`config.mk`:
```
export PLATFORM = sky130hd
export DESIGN_NAME = lcd1602_bus_responder
export DESIGN_NICKNAME = d
export VERILOG_FILES = /design/src/rtl/lcd1602_bus_responder.sv
export SDC_FILE = /design/constraint.sdc
export NUM_CORES = 1
export LEC_CHECK = 0
export CAP_MARGIN = 10
export CORE_ASPECT_RATIO = 1.75
export CORE_MARGIN = 3
export CORE_UTILIZATION = 35
export DETAILED_ROUTE_END_ITERATION = 16
export PLACE_DENSITY = 0.55
export SYNTH_ARGS = -nofsm -noshare
export SYNTH_HDL_FRONTEND = slang
export SYNTH_SLANG_ARGS = --single-unit
```
`constraint.sdc`:
```
create_clock -name clk -period 3.2 [get_ports clk]
set_input_delay 0.48 -clock clk [delete_from_list [all_inputs] [get_ports clk]]
set_output_delay 0.48 -clock clk [all_outputs]
set_load 0.02 [all_outputs]
```
`src/rtl/lcd1602_bus_responder.sv`:
```
// lcd1602_bus_responder: HD44780 bus responder mirroring DDRAM; `LCD_BUSY_READ_EN adds busy/data read-back
module lcd1602_bus_responder #(
    parameter int          NUM_COLS    = 16,
    parameter logic [7:0]  BLANK_CHAR  = 8'h20,
    parameter int          SYNC_STAGES = 2
) (
    input  logic       clk,
    input  logic       reset,
    input  logic       lcd_rs,
    input  logic       lcd_rw,
    input  logic       lcd_en,
    input  logic [7:0] lcd_data,
    input  logic [4:0] rd_addr,
    output logic [7:0] rd_char,
    output logic [6:0] addr_counter,
    output logic       entry_inc,
    output logic       display_on,
    output logic       cursor_on,
    output logic       blink_on,
    output logic       busy,
    output logic       cmd_strobe,
    output logic       overrun,
    output logic       bad_addr
`ifdef LCD_BUSY_READ_EN
    ,
    output logic [7:0] lcd_dout,
    output logic       lcd_dout_oe
`endif
);
    typedef enum logic [1:0] {IDLE, EXEC, CLEAR} state_t;
    localparam logic [4:0] LAST = 5'(2 * NUM_COLS - 1);

    state_t                 r_state;
    logic [SYNC_STAGES-1:0] r_sync;
    logic                   r_hist;
    logic [7:0]             r_mem [0:2*NUM_COLS-1];
    logic [4:0]             r_idx;
    logic                   r_rs;
    logic [7:0]             r_data;
    logic                   w_fall, w_take, w_ovr, w_ac_ok;
    logic [4:0]             w_wr_idx;

    // HD44780 AC stepping: the two 16-char lines wrap into each other
    function automatic logic [6:0] f_step(input logic [6:0] ac, input logic up);
        return up ? (ac == 7'h0F ? 7'h40 : ac == 7'h4F ? 7'h00 : ac + 7'd1)
                  : (ac == 7'h00 ? 7'h4F : ac == 7'h40 ? 7'h0F : ac - 7'd1);
    endfunction

    assign w_fall   = r_hist & ~r_sync[SYNC_STAGES-1];
    assign w_wr_idx = {addr_counter[6], addr_counter[3:0]};
    assign w_ac_ok  = addr_counter[5:4] == 2'b00;
`ifdef LCD_BUSY_READ_EN
    logic r_rw, r_bf;
    assign w_take = w_fall && r_state == IDLE && !(lcd_rw && !lcd_rs);
    assign w_ovr  = w_fall && r_state != IDLE && !(lcd_rw && !lcd_rs);
`else
    assign w_take = w_fall && r_state == IDLE && !lcd_rw;
    assign w_ovr  = w_fall && r_state != IDLE && !lcd_rw;
`endif

    always_ff @(posedge clk) begin
        if (reset) begin
            r_sync       <= '0;
            r_hist       <= 1'b0;
            r_state      <= CLEAR;
            r_idx        <= '0;
            r_rs         <= 1'b0;
            r_data       <= '0;
            addr_counter <= '0;
            entry_inc    <= 1'b1;
            display_on   <= 1'b0;
            cursor_on    <= 1'b0;
            blink_on     <= 1'b0;
            busy         <= 1'b1;
            cmd_strobe   <= 1'b0;
            overrun      <= 1'b0;
            bad_addr     <= 1'b0;
            rd_char      <= BLANK_CHAR;
`ifdef LCD_BUSY_READ_EN
            r_rw         <= 1'b0;
            r_bf         <= 1'b0;
            lcd_dout     <= '0;
            lcd_dout_oe  <= 1'b0;
`endif
        end else begin
            r_sync     <= {r_sync[SYNC_STAGES-2:0], lcd_en};
            r_hist     <= r_sync[SYNC_STAGES-1];
            rd_char    <= r_mem[rd_addr];
            cmd_strobe <= 1'b0;
            if (w_ovr) overrun <= 1'b1;
`ifdef LCD_BUSY_READ_EN
            r_bf <= w_fall && lcd_rw && !lcd_rs;
            if (w_fall) lcd_dout_oe <= 1'b0;
            if (r_bf) begin
                lcd_dout    <= {busy, addr_counter};
                lcd_dout_oe <= 1'b1;
            end
`endif
            case (r_state)
                IDLE: if (w_take) begin
                    r_rs    <= lcd_rs;
                    r_data  <= lcd_data;
                    r_state <= EXEC;
`ifdef LCD_BUSY_READ_EN
                    r_rw    <= lcd_rw;
`endif
                end
                EXEC: begin
                    cmd_strobe <= 1'b1;
                    r_state    <= IDLE;
                    if (r_rs) begin
`ifdef LCD_BUSY_READ_EN
                        if (r_rw) begin
                            lcd_dout     <= r_mem[w_wr_idx];
                            lcd_dout_oe  <= 1'b1;
                            addr_counter <= f_step(addr_counter, entry_inc);
                        end else
`endif
                        if (w_ac_ok) begin
                            r_mem[w_wr_idx] <= r_data;
                            addr_counter    <= f_step(addr_counter, entry_inc);
                        end
                    end else if (r_data[7]) begin
                        addr_counter <= r_data[6:0];
                        if (r_data[5:4] != 2'b00) bad_addr <= 1'b1;
                    end else if (r_data[6:5] == 2'b00) begin
                        if (r_data[4]) begin
                            if (!r_data[3]) addr_counter <= f_step(addr_counter, r_data[2]);
                        end else if (r_data[3]) {display_on, cursor_on, blink_on} <= r_data[2:0];
                        else if (r_data[2]) entry_inc <= r_data[1];
                        else if (r_data[1]) addr_counter <= '0;
                        else if (r_data[0]) begin
                            addr_counter <= '0;
                            entry_inc    <= 1'b1;
                            r_idx        <= '0;
                            busy         <= 1'b1;
                            r_state      <= CLEAR;
                        end
                    end
                end
                CLEAR: begin
                    r_mem[r_idx] <= BLANK_CHAR;
                    r_idx        <= r_idx + 5'd1;
                    if (r_idx == LAST) begin
                        r_state <= IDLE;
                        busy    <= 1'b0;
                    end
                end
                default: r_state <= IDLE;
            endcase
        end
    end
endmodule

```
==> reports/metrics.yaml <==
run_status: "finished, final reports clean"
postSynthNetCount: 708
synth_enable_flop_cells: 256
postRouteWirelength_mm: 28.4
fillCellCount: 3087
drive_above_1_share_pct: 21.3
clk_transition_reported_paths_ns: 0.06
globalRoute.totalOverflow: 0
crit-reg2reg-launch: "r_state[1]"
timing.slew.headroom_pct: 28.6
tritoncts: "yes"
antenna-diode-count: 0
cts_hold_repair.buffers: 0
port-buffer-count: 40
worstSetupStartpoint: "r_state[1]"
finalClockSkew_ns: 0.0273
synth_top_area_cell: "edfxtp_1"
critical_path_arrival_ns: 2.73
hold_viol_final: 0
syn2layout_area_growth_pct: 17.2
post_synth_arst_share_pct: 0
startpoint_type: "flop"
hp-class: "reg -> reg"
viasPerCell: 5.18
synth.yosys.seq_area_share_pct: 70.9
wire_per_inst_um: 22.8
setup_viol: 0
global_route_wire_length_before_repair_mm: 42.8
detail_route.first_pass.iterations: 4
finalCoreUtilization_pct: 41.6
synth-seq-cells: 298
holdCritStartpoint: "r_sync[0]"
synthesis_warnings: 0
tightest_slew_ns: 1.06
fin_crit_ns: 2.45
hold-worst-slack_ns: 0.438
synth_area_leaders: "edfxtp_1, mux4_2, dfxtp_1"
timing.setup.tns_ns: 0
place_congestion: 0.820
critical_path_fanouts_max: 19
ant_nets: 0
post_cts_buffers: 0
synthMostInstantiatedCell: "edfxtp_1"
maxcap_viol_count: 0
cts_inserted_buffers: 27
fp.dieW_um: 146
cts_resized: 0
post_synth_instance_area_mm2: 0.0120
clkLatencyLatePin_ns: 0.55
end_kind: "flop"
min_path_cells: 1
first_global_vias: 6847
grtUsageTotal_pct: 15.2
power_mw: 7.73
coreArea_mm2: 0.0339
synth_cells: 685
setup_repair_after_global_routing_missed_its_margin: "false"
r2r_slack_ns: 0.75
ys.flop_type: "edfxtp_1"
min_to: "r_sync[1]"
cts.root.buffer_cell: "clkbuf_16"
core.rowCount: 89
total_die_area_mm2: 0.0367
boundaryPins: 41
min_period_over_period_pct: 76.5
cts_htree_levels: 1
max-vdd-ir-drop_mv: 0.374
finalMaxSlewViolations: 0
grt_max_degree: 36
die_height_um: 251
kind_of_critical_path: "reg -> reg"
total_vias_in_the_final_route: 6455
number_of_sinks_handled_by_clock_tree_synthesis: 298
synth_largest_type_area_fraction_pct: 63.9
detail_route.drc_violations: 0
dp.final_hpwl_mm: 19.5
cts_max_path_buffers: 3
p_per_area_mw_per_mm2: 549
drtIter0Drc: 520
synth_top_cells_by_count: "edfxtp_1, nor2_1, mux4_2"
nets: 795
synth_cell_type_count: 52
postSynthAreaPerCell_um2: 17.5
antenna_found_initial: 0
crit_required_ns: 3.49
starting_density_of_the_core_pct: 35.5
power_leakage_nw: 4.60
number_of_cell_instances_on_the_worst_register_to_register_path: 6
fmaxAchievable_mhz: 409
rr_endpoint: "r_mem[10][2]"
## routing by layer
metal	vias up	GRT usage (%)	part of all wire (%)
li1	2916	-	-
met1	3346	17.2	37
met2	151	29.8	57
met3	42	1.66	3.3
met4	0	4.92	2.7
met5	-	0	0
## critical path: stages, from the launching register on
cell and delay [ns]:
dfxtp_1 0.44, nor3b_2 0.21, buf_4 0.26, nor3_1 0.07, o21ai_1 0.84, nor2_1 0.14
buf_4 0.22
## final cells by class
type                       count  area, um2  share of cell area, %
multi-input combinational    340       3260                   23.2
timing repair buffer          94        806                   5.72
tap                          455        569                   4.04
clock buffer                  32        694                   4.93
sequential                   298       8530                   60.5
clock inverter                17        188                   1.33
inverter                      11       41.3                  0.293
## report_power, final
part	internal [mW]	total [mW]	switching, mW
Clock	1.87	3.24	1.37
Combinational	0.136	0.294	0.157
Sequential	4.19	4.20	0.0115
## worst max-delay path by stage
stage	slack, ns	cells after the start	end
floorplan	0.82	6	r_mem[0][0]
global placement	0.32	6	r_mem[4][3]
detailed placement	0.29	6	r_mem[4][3]
CTS	0.76	1	addr_counter[2]
global route	0.64	5	r_mem[4][7]
finish	0.75	6	r_mem[10][2]
## cell families after synthesis
group                    Yosys count  synth area share (%)
AND/OR/NAND/NOR                  161                  6.56
adder cells (fa/ha/maj)            5                 0.520
flip-flops                       298                  70.9
XOR/XNOR                           3                 0.219
multiplexers                      92                  15.4
AO/OA/AOI/OAI                     79                  4.42
buffers and inverters             47                  1.98
## state kept, by name, summed over array words and instances (netlist names)
signal,cells
addr_counter,7
bad_addr,1
blink_on,1
busy,1
cmd_strobe,1
cursor_on,1
display_on,1
entry_inc,1
overrun,1
r_data,8
r_hist,1
r_idx,5
r_mem,256
r_rs,1
r_state,2
r_sync,2
rd_char,8
## cell usage in the layout, fill, tap and decap left out, drive strengths merged, types with 15 or more instances in the layout
cell type	n
clkdlybuf4s50	37
dfxtp	42
nor2	66
edfxtp	256
buf	57
mux4	71
clkbuf	32
nor2b	15
nand2	27
a21oi	15
mux2i	21
## per-stage QoR
stage	instances	setup WS, ns	instance area, um2
final	1247	0.753	14100
after global routing	1247	0.637	14100
after CTS	1247	0.761	14100
after detailed placement	1198	0.291	13200
after global placement	1198	0.323	13200
after floorplan	685	0.821	12000
(Power assumes the default switching activity.)
